[config.mk]
export PLATFORM = sky130hd
export DESIGN_NAME = demod
export DESIGN_NICKNAME = d
export VERILOG_FILES = /design/src/rtl/demod.sv
export SDC_FILE = /design/constraint.sdc
export NUM_CORES = 1
export LEC_CHECK = 0
export BUFFER_PORTS_ARGS = -buffer_cell sky130_fd_sc_hd__buf_2
export CAP_MARGIN = 20
export CORE_MARGIN = 8
export CORE_UTILIZATION = 57
export CTS_CLUSTER_DIAMETER = 80
export CTS_CLUSTER_SIZE = 14
export DETAILED_ROUTE_END_ITERATION = 8
export PLACE_DENSITY = 0.82
export SYNTH_ARGS = -nofsm -noshare
export SYNTH_HDL_FRONTEND = slang
export SYNTH_SLANG_ARGS = --single-unit
[constraint.sdc]
create_clock -name clk -period 3.2 [get_ports clk]
set_input_delay 0.96 -clock clk [delete_from_list [all_inputs] [get_ports clk]]
set_output_delay 0.96 -clock clk [all_outputs]
set_load 0.01 [all_outputs]
[src/rtl/demod.sv]
// rtl/demod.sv - 5-bit symbol to 8-bit byte repacker with valid/ack output, flush and overflow
//
// Ports:
//   clk       single clock, rising edge
//   rst_n     asynchronous active-low reset
//   dmod      incoming 5-bit symbol, valid when mod_en=1
//   mod_en    symbol strobe (cannot be back-pressured)
//   ack       sink accepts data_out this cycle (only meaningful with wr=1)
//   flush     level request to emit a partial, zero-padded byte
//   data_out  assembled byte, LSB-first
//   wr        data_out valid; held with data_out stable until ack
//   ovf       sticky: a symbol was dropped because the accumulator was full
//   cnt       number of valid bits in the accumulator
module demod #(
    parameter int ACC_W = 16
) (
    input  logic       clk,
    input  logic       rst_n,
    input  logic [4:0] dmod,
    input  logic       mod_en,
    input  logic       ack,
    input  logic       flush,
    output logic [7:0] data_out,
    output logic       wr,
    output logic       ovf,
    output logic [4:0] cnt
);

    localparam logic [5:0] ACC_LIM = 6'(ACC_W);

    logic [ACC_W-1:0] acc;
    logic [ACC_W-1:0] acc_b;
    logic [ACC_W-1:0] acc_n;
    logic [ACC_W-1:0] sym_ext;
    logic [4:0]       cnt_b;
    logic [4:0]       cnt_n;
    logic [7:0]       data_n;
    logic             wr_n;
    logic             ovf_n;
    logic             free;
    logic             take;
    logic             accept;
    logic             flush_ok;

    always_comb begin
        // The output slot is free if empty or being emptied this cycle, so a
        // new byte can load in the same cycle the previous one is acked.
        free     = !wr || ack;
        take     = (cnt >= 5'd8) && free;
        acc_b    = take ? (acc >> 8) : acc;
        cnt_b    = take ? (cnt - 5'd8) : cnt;
        // A symbol landing in the same cycle as a take goes in at cnt-8.
        accept   = mod_en && (({1'b0, cnt_b} + 6'd5) <= ACC_LIM);
        // Flush only when no symbol arrives, so it never splits a symbol.
        flush_ok = flush && (cnt != 5'd0) && (cnt < 5'd8) && free && !mod_en;
        sym_ext  = {{(ACC_W-5){1'b0}}, dmod};

        acc_n  = acc_b;
        cnt_n  = cnt_b;
        data_n = data_out;
        wr_n   = wr;
        ovf_n  = ovf;

        if (accept) begin
            acc_n = acc_b | (sym_ext << cnt_b);
            cnt_n = cnt_b + 5'd5;
        end else if (mod_en) begin
            ovf_n = 1'b1;
        end

        if (flush_ok) begin
            // Bits above cnt are always zero, so acc[7:0] is already padded.
            data_n = acc[7:0];
            wr_n   = 1'b1;
            acc_n  = '0;
            cnt_n  = 5'd0;
        end else if (take) begin
            data_n = acc[7:0];
            wr_n   = 1'b1;
        end else if (ack && wr) begin
            wr_n = 1'b0;
        end
    end

    always_ff @(posedge clk or negedge rst_n) begin
        if (!rst_n) begin
            acc      <= '0;
            cnt      <= 5'd0;
            data_out <= 8'h00;
            wr       <= 1'b0;
            ovf      <= 1'b0;
        end else begin
            acc      <= acc_n;
            cnt      <= cnt_n;
            data_out <= data_n;
            wr       <= wr_n;
            ovf      <= ovf_n;
        end
    end

endmodule

==> results of run 1 <==
==> cell families (layout without fill, tap and decap cells) <==
family                     Yosys count  after routing  synth area share, %
and+or+nand+nor                     76             76                20.92
AOI/OAI and AO/OA                   47             47                18.62
DFF                                 31             31                41.84
buffers and inverters               19             45                4.588
muxes                               18             18                11.54
adders and majority gates            3              3                2.025
xor gates and xnor gates             1              1               0.4724
==> worst max-delay path by stage <==
stage	start	end	slack [ns]	depth (start not counted)
2_1_floorplan	ack	cnt[3]$_DFF_PN0_	0.69	6
3_3_place_gp	ack	cnt[3]$_DFF_PN0_	0.52	7
3_5_place_dp	ack	cnt[3]$_DFF_PN0_	0.44	7
4_1_cts	cnt[1]$_DFFE_PN0P_	cnt[3]$_DFF_PN0_	0.46	8
5_1_grt	cnt[1]$_DFFE_PN0P_	cnt[3]$_DFF_PN0_	0.25	8
6_report	cnt[1]$_DFFE_PN0P_	cnt[3]$_DFF_PN0_	0.43	8
==> state kept, by name, summed over array words and instances (netlist names) <==
| register | flops |
|---|---|
| cnt | 5 |
| acc | 16 |
| ovf | 1 |
| wr | 1 |
| data_out | 8 |
==> power breakdown <==
group	switching, mW	internal [mW]
registers	0.131	0.537
clock network	0.136	0.102
logic	0.713	0.533
total	0.980	1.17
==> critical path: stages, from the launching register on <==
cell	delay, ns
dfrtp_1	0.62
clkinv_1	0.31
ha_1	0.29
and4bb_2	0.27
o21a_1	0.33
a32oi_2	0.30
a31o_1	0.20
nor2_1	0.06
mux2_2	0.27
==> layout by cell type, fill, tap and decap left out, types with 2 or more instances in the layout <==
cell	netlist	final
and3_1	5	5
buf_4	0	6
nor2_1	9	9
mux2_4	5	5
nand2_1	38	38
clkbuf_4	0	5
nand3_1	3	3
nor4b_1	3	3
nor3_1	3	3
a31oi_1	9	9
a32o_1	2	2
buf_2	5	24
nand2b_1	3	3
mux2i_1	6	6
a21oi_1	7	7
ha_1	3	3
o21ai_0	13	13
mux2_2	7	7
inv_1	7	7
dfrtp_1	31	31
==> metrics by stage <==
stage               setup WS, ns  total power [mW]  area (µm²)  std cells
global placement          0.5182             1.853        2019        258
global route              0.2458             2.314        2076        265
detailed placement        0.4380             1.899        2019        258
finish                    0.4291             2.151        2076        265
floorplan                 0.6931             1.589        1854        195
CTS                       0.4573             2.142        2076        265
==> routing by layer <==
layer  vias to the layer above  wire [µm]  part of all wire (%)
li1                        747          -                     -
met1                       778       1795                    42
met2                        85       2000                    47
met3                        10        370                   8.7
met4                         0         87                   2.0
met5                         -          0                     0
==> layout make-up <==
class	instances	share of cell area [%]
Clock buffer	6	2.471
Clock inverter	1	0.2411
Inverter	8	1.447
Multi-Input combinational cell	145	47.86
Sequential cell	31	37.37
Tap cell	44	2.652
Timing Repair Buffer	30	7.957
==> flow_metrics.env, run 1 <==
export IMPL_pwr_density_cell_mw_per_mm2=1036
export IMPL_layout_drive_gt1_share_pct=26.70
export IMPL_cts_made_buffers=5
export IMPL_synth_cell_types=50
export IMPL_grt_usage_pct=17.45
export IMPL_required_ns=3.44
export IMPL_start_util_pct=60.24
export IMPL_skew_ns=0.008716
export IMPL_cts_setup_buffers=0
export IMPL_n_antenna_cell=0
export IMPL_coreArea_mm2=0.003078
export IMPL_grt_overflow=0
export IMPL_setup_viol=0
export IMPL_nets=234
export IMPL_antenna_found_initial=0
export IMPL_worst_hold_slack_ns=0.4812
export IMPL_reg2reg_to="cnt[3]$_DFF_PN0_"
export IMPL_via_per_inst=6.113
export IMPL_first_global_vias=1561
export IMPL_ys_top_cells_by_area="dfrtp_1 (42%), nand2_1 (7.7%), mux2_2 (4.3%)"
export IMPL_pin_count=25
export IMPL_end_kind="flip-flop"
export IMPL_cp_max_fo=16
export IMPL_ys_warn_count=0
export IMPL_tightest_slew_ns=0.6903
export IMPL_grt_max_degree=32
export IMPL_drc=0
export IMPL_die_w_um=73.04
export IMPL_synth_nets=208
export IMPL_portBuffers=24
export IMPL_antenna_left=0
export IMPL_whs_path_depth=1
export IMPL_clock_sinks=31
export IMPL_die_area_mm2=0.005334
export IMPL_criticalPathCategory="flip-flop to flip-flop"
export IMPL_start_kind="flip-flop"
export IMPL_place_hpwl_um=3114
export IMPL_seqCellArea_um2=775.7
export IMPL_busiest_layer="met2"
export IMPL_avgSynthCellArea_um2=9.509
export IMPL_synth_common_cells="nand2_1 (38), dfrtp_1 (31), o21ai_0 (13)"
export IMPL_ff2ff_path_depth=8
export IMPL_htree_levels=2
export IMPL_hold_end="ovf$_DFFE_PN0P_"
export IMPL_vias=1620
export IMPL_hp_class="flip-flop to flip-flop"
export IMPL_clk_path_buf_depth=2
export IMPL_fin_crit_sh_pct=86.59
export IMPL_hold_viol=0
export IMPL_met2_usage_pct=27.81
export IMPL_cts_tree="yes"
export IMPL_ys_seq_elements=31
export IMPL_rsz0062_at_grt="no"
export IMPL_ctsHoldBuffers=0
export IMPL_synth_edf_count=0
export IMPL_leakagePower_nw=0.9522
export IMPL_r2r_slack_ns=0.43
export IMPL_outcome="finished clean"
export IMPL_grt_util_met1_pct=20.64
export IMPL_async_flop_share_pct=100.0
export IMPL_clk_latency_ns=0.34
export IMPL_crit_arrival_ns=3.01
export IMPL_clock_root_buffer="clkbuf_4"
export IMPL_fillers=251
export IMPL_slew_violations=0
export IMPL_synth_top_area_cell="dfrtp_1"
export IMPL_ys_seq_area_share_pct=41.84
export IMPL_clk_pin_slew_ns=0.10
export IMPL_timing_fmax_mhz=360.9
export IMPL_gp_congestion=0.9451
export IMPL_grt_pass1_wl_um=7251
export IMPL_synth_area_mm2=0.001854
export IMPL_wirelength_um=4253
export IMPL_met3_usage_pct=6.181
export IMPL_multiInputGateArea_um2=993.5
export IMPL_holdCritStartpoint="ovf$_DFFE_PN0P_"
export IMPL_synth_top_flop_cell="dfrtp_1"
export IMPL_cap_violations=0
export IMPL_cts_resized=0
export IMPL_die_h_um=73.04
export IMPL_fp_row_count=20
export IMPL_post_route_min_period_ns=2.771
export IMPL_synthCells=195
export IMPL_final_core_util_pct=67.44
export IMPL_r2r_start="cnt[1]$_DFFE_PN0P_"
export IMPL_wire_per_inst_um=16.05
export IMPL_fin_setup_tns_ns=0
export IMPL_areaGrowthSynthToFinish_pct=11.94
export IMPL_drtIter0Drc=127
export IMPL_synth_top_area_share_pct=41.84
export IMPL_irDropWorstVdd_mv=0.6133
export IMPL_detail_route_first_pass_iterations=5
export IMPL_yosysMostFrequentCell="nand2_1"
export IMPL_slew_headroom_pct=53.98
Note: power is estimated with default switching activity, not from simulation.
==> run 2: changes to the inputs <==
clock period = 3.1 ns   (was 3.2 ns; I/O delays follow)
==> flow_metrics.env, run 2 (synthesized netlist as in run 1, its figures left out) <==
export IMPL_place_hpwl_um=3118
export IMPL_pwr_density_cell_mw_per_mm2=1090
export IMPL_grt_overflow=0
export IMPL_leakagePower_nw=0.9717
export IMPL_drtIter0Drc=118
export IMPL_most_common_layout_cells="nand2_1 (38), dfrtp_1 (31), buf_2 (24), o21ai_0 (13)"
export IMPL_required_ns=3.32
export IMPL_drc=0
export IMPL_pin_count=25
export IMPL_via_per_inst=5.936
export IMPL_cp_max_fo=16
export IMPL_busiest_layer="met2"
export IMPL_startpoint="cnt[1]$_DFFE_PN0P_"
export IMPL_largest_reg_flops=16
export IMPL_slew_violations=0
export IMPL_clock_sinks=31
export IMPL_areaGrowthSynthToFinish_pct=13.97
export IMPL_hp_class="flip-flop to flip-flop"
export IMPL_fin_crit_sh_pct=89.09
export IMPL_cts_resized=0
export IMPL_antenna_found_initial=0
export IMPL_htree_levels=2
export IMPL_outcome="finished clean"
export IMPL_die_w_um=73.04
export IMPL_irDropWorstVdd_mv=0.7086
export IMPL_slew_headroom_pct=54.77
export IMPL_cts_made_buffers=5
export IMPL_gp_congestion=0.9116
export IMPL_worst_hold_slack_ns=0.5064
export IMPL_criticalPathCategory="flip-flop to flip-flop"
export IMPL_wirelength_um=4225
export IMPL_nets=235
export IMPL_clock_root_buffer="clkbuf_4"
export IMPL_layout_drive_gt1_share_pct=27.35
export IMPL_ff2ff_path_depth=7
export IMPL_n_antenna_cell=0
export IMPL_r2r_start="cnt[1]$_DFFE_PN0P_"
export IMPL_start_kind="flip-flop"
export IMPL_grt_usage_pct=16.51
export IMPL_clk_path_buf_depth=2
export IMPL_grt_util_met1_pct=19.92
export IMPL_multiInputGateArea_um2=993.5
export IMPL_first_global_vias=1567
export IMPL_cap_violations=0
export IMPL_grt_max_degree=32
export IMPL_tightest_slew_ns=0.6784
export IMPL_crit_arrival_ns=2.98
export IMPL_portBuffers=24
export IMPL_r2r_slack_ns=0.34
export IMPL_die_area_mm2=0.005334
export IMPL_skew_ns=0.01136
export IMPL_met2_usage_pct=26.61
export IMPL_clk_latency_ns=0.33
export IMPL_grt_pass1_wl_um=7003
export IMPL_end_kind="flip-flop"
export IMPL_vias=1585
export IMPL_cts_setup_buffers=0
export IMPL_top_register="acc"
export IMPL_ctsHoldBuffers=0
export IMPL_critPathCapture="acc[14]$_DFF_PN0_"
export IMPL_antenna_left=0
export IMPL_rsz0062_at_grt="no"
export IMPL_cts_tree="yes"
export IMPL_seqCellArea_um2=775.7
export IMPL_die_h_um=73.04
export IMPL_timing_fmax_mhz=362.1
export IMPL_fillers=250
export IMPL_final_common_cell="nand2_1"
export IMPL_reg_largest_list="acc (16), data_out (8), cnt (5)"
export IMPL_coreArea_mm2=0.003078
export IMPL_setup_viol=0
export IMPL_met3_usage_pct=4.945
export IMPL_wire_per_inst_um=15.82
export IMPL_clk_pin_slew_ns=0.09
export IMPL_fin_setup_tns_ns=0
export IMPL_post_route_min_period_ns=2.762
export IMPL_reg2reg_to="acc[14]$_DFF_PN0_"
export IMPL_detail_route_first_pass_iterations=4
export IMPL_hold_viol=0
export IMPL_start_util_pct=60.24
export IMPL_fp_row_count=20
run 2: cell types whose count changed in the layout (fill, tap and decap cells not counted):
cell | before | now
buf_4 | 6 | 7
bufinv_16 | 0 | 1
run 2: cell type report:
type | count | share of cell area (%)
sequential | 31 | 36.71
clock inverter | 2 | 1.658
multi-input combinational | 145 | 47.01
timing repair buffer | 31 | 8.171
tap | 44 | 2.605
inverter | 8 | 1.421
clock buffer | 6 | 2.427
run 2: worst min-delay path by stage:
stage,startpoint,end,slack (ns),cells after the start
after floorplan,acc[13]$_DFF_PN0_,acc[13]$_DFF_PN0_,0.45,2
after global placement,acc[15]$_DFF_PN0_,acc[15]$_DFF_PN0_,0.47,2
after detailed placement,acc[15]$_DFF_PN0_,acc[15]$_DFF_PN0_,0.48,2
after CTS,acc[15]$_DFF_PN0_,acc[15]$_DFF_PN0_,0.50,2
after global routing,ovf$_DFFE_PN0P_,ovf$_DFFE_PN0P_,0.52,1
final,acc[12]$_DFF_PN0_,acc[12]$_DFF_PN0_,0.51,1
run 2: worst max-delay path: stages, from the launching register on:
cell and delay, ns:
dfrtp_1 0.63, clkinv_1 0.31, ha_1 0.30, and4bb_2 0.27, o21a_1 0.32, a32oi_2 0.29
a31oi_2 0.22, a32o_1 0.30
run 2: power by group:
group	leakage (nW)	switching, mW	internal [mW]
Sequential	0.406	0.137	0.554
Combinational	0.518	0.730	0.556
Clock	0.0482	0.136	0.190
run 2: layer usage:
| layer | routed length, µm | vias to the layer above |
|---|---|---|
| met2 | 1961 | 66 |
| met1 | 1900 | 758 |
| li1 | - | 752 |
| met3 | 280 | 9 |
| met4 | 82 | 0 |
| met5 | 0 | - |
run 2: metrics by stage:
step                      total power, mW  area [µm²]  instances  setup WS [ns]  utilization (%)
after floorplan                     1.640        1854        195         0.6231                -
after global placement              1.928        2027        259         0.4421            65.85
after detailed placement            1.969        2027        259         0.3901            65.85
after CTS                           2.300        2113        267         0.3705            68.66
after global routing                2.469        2113        267         0.1829            68.66
final                               2.303        2113        267         0.3383            68.66
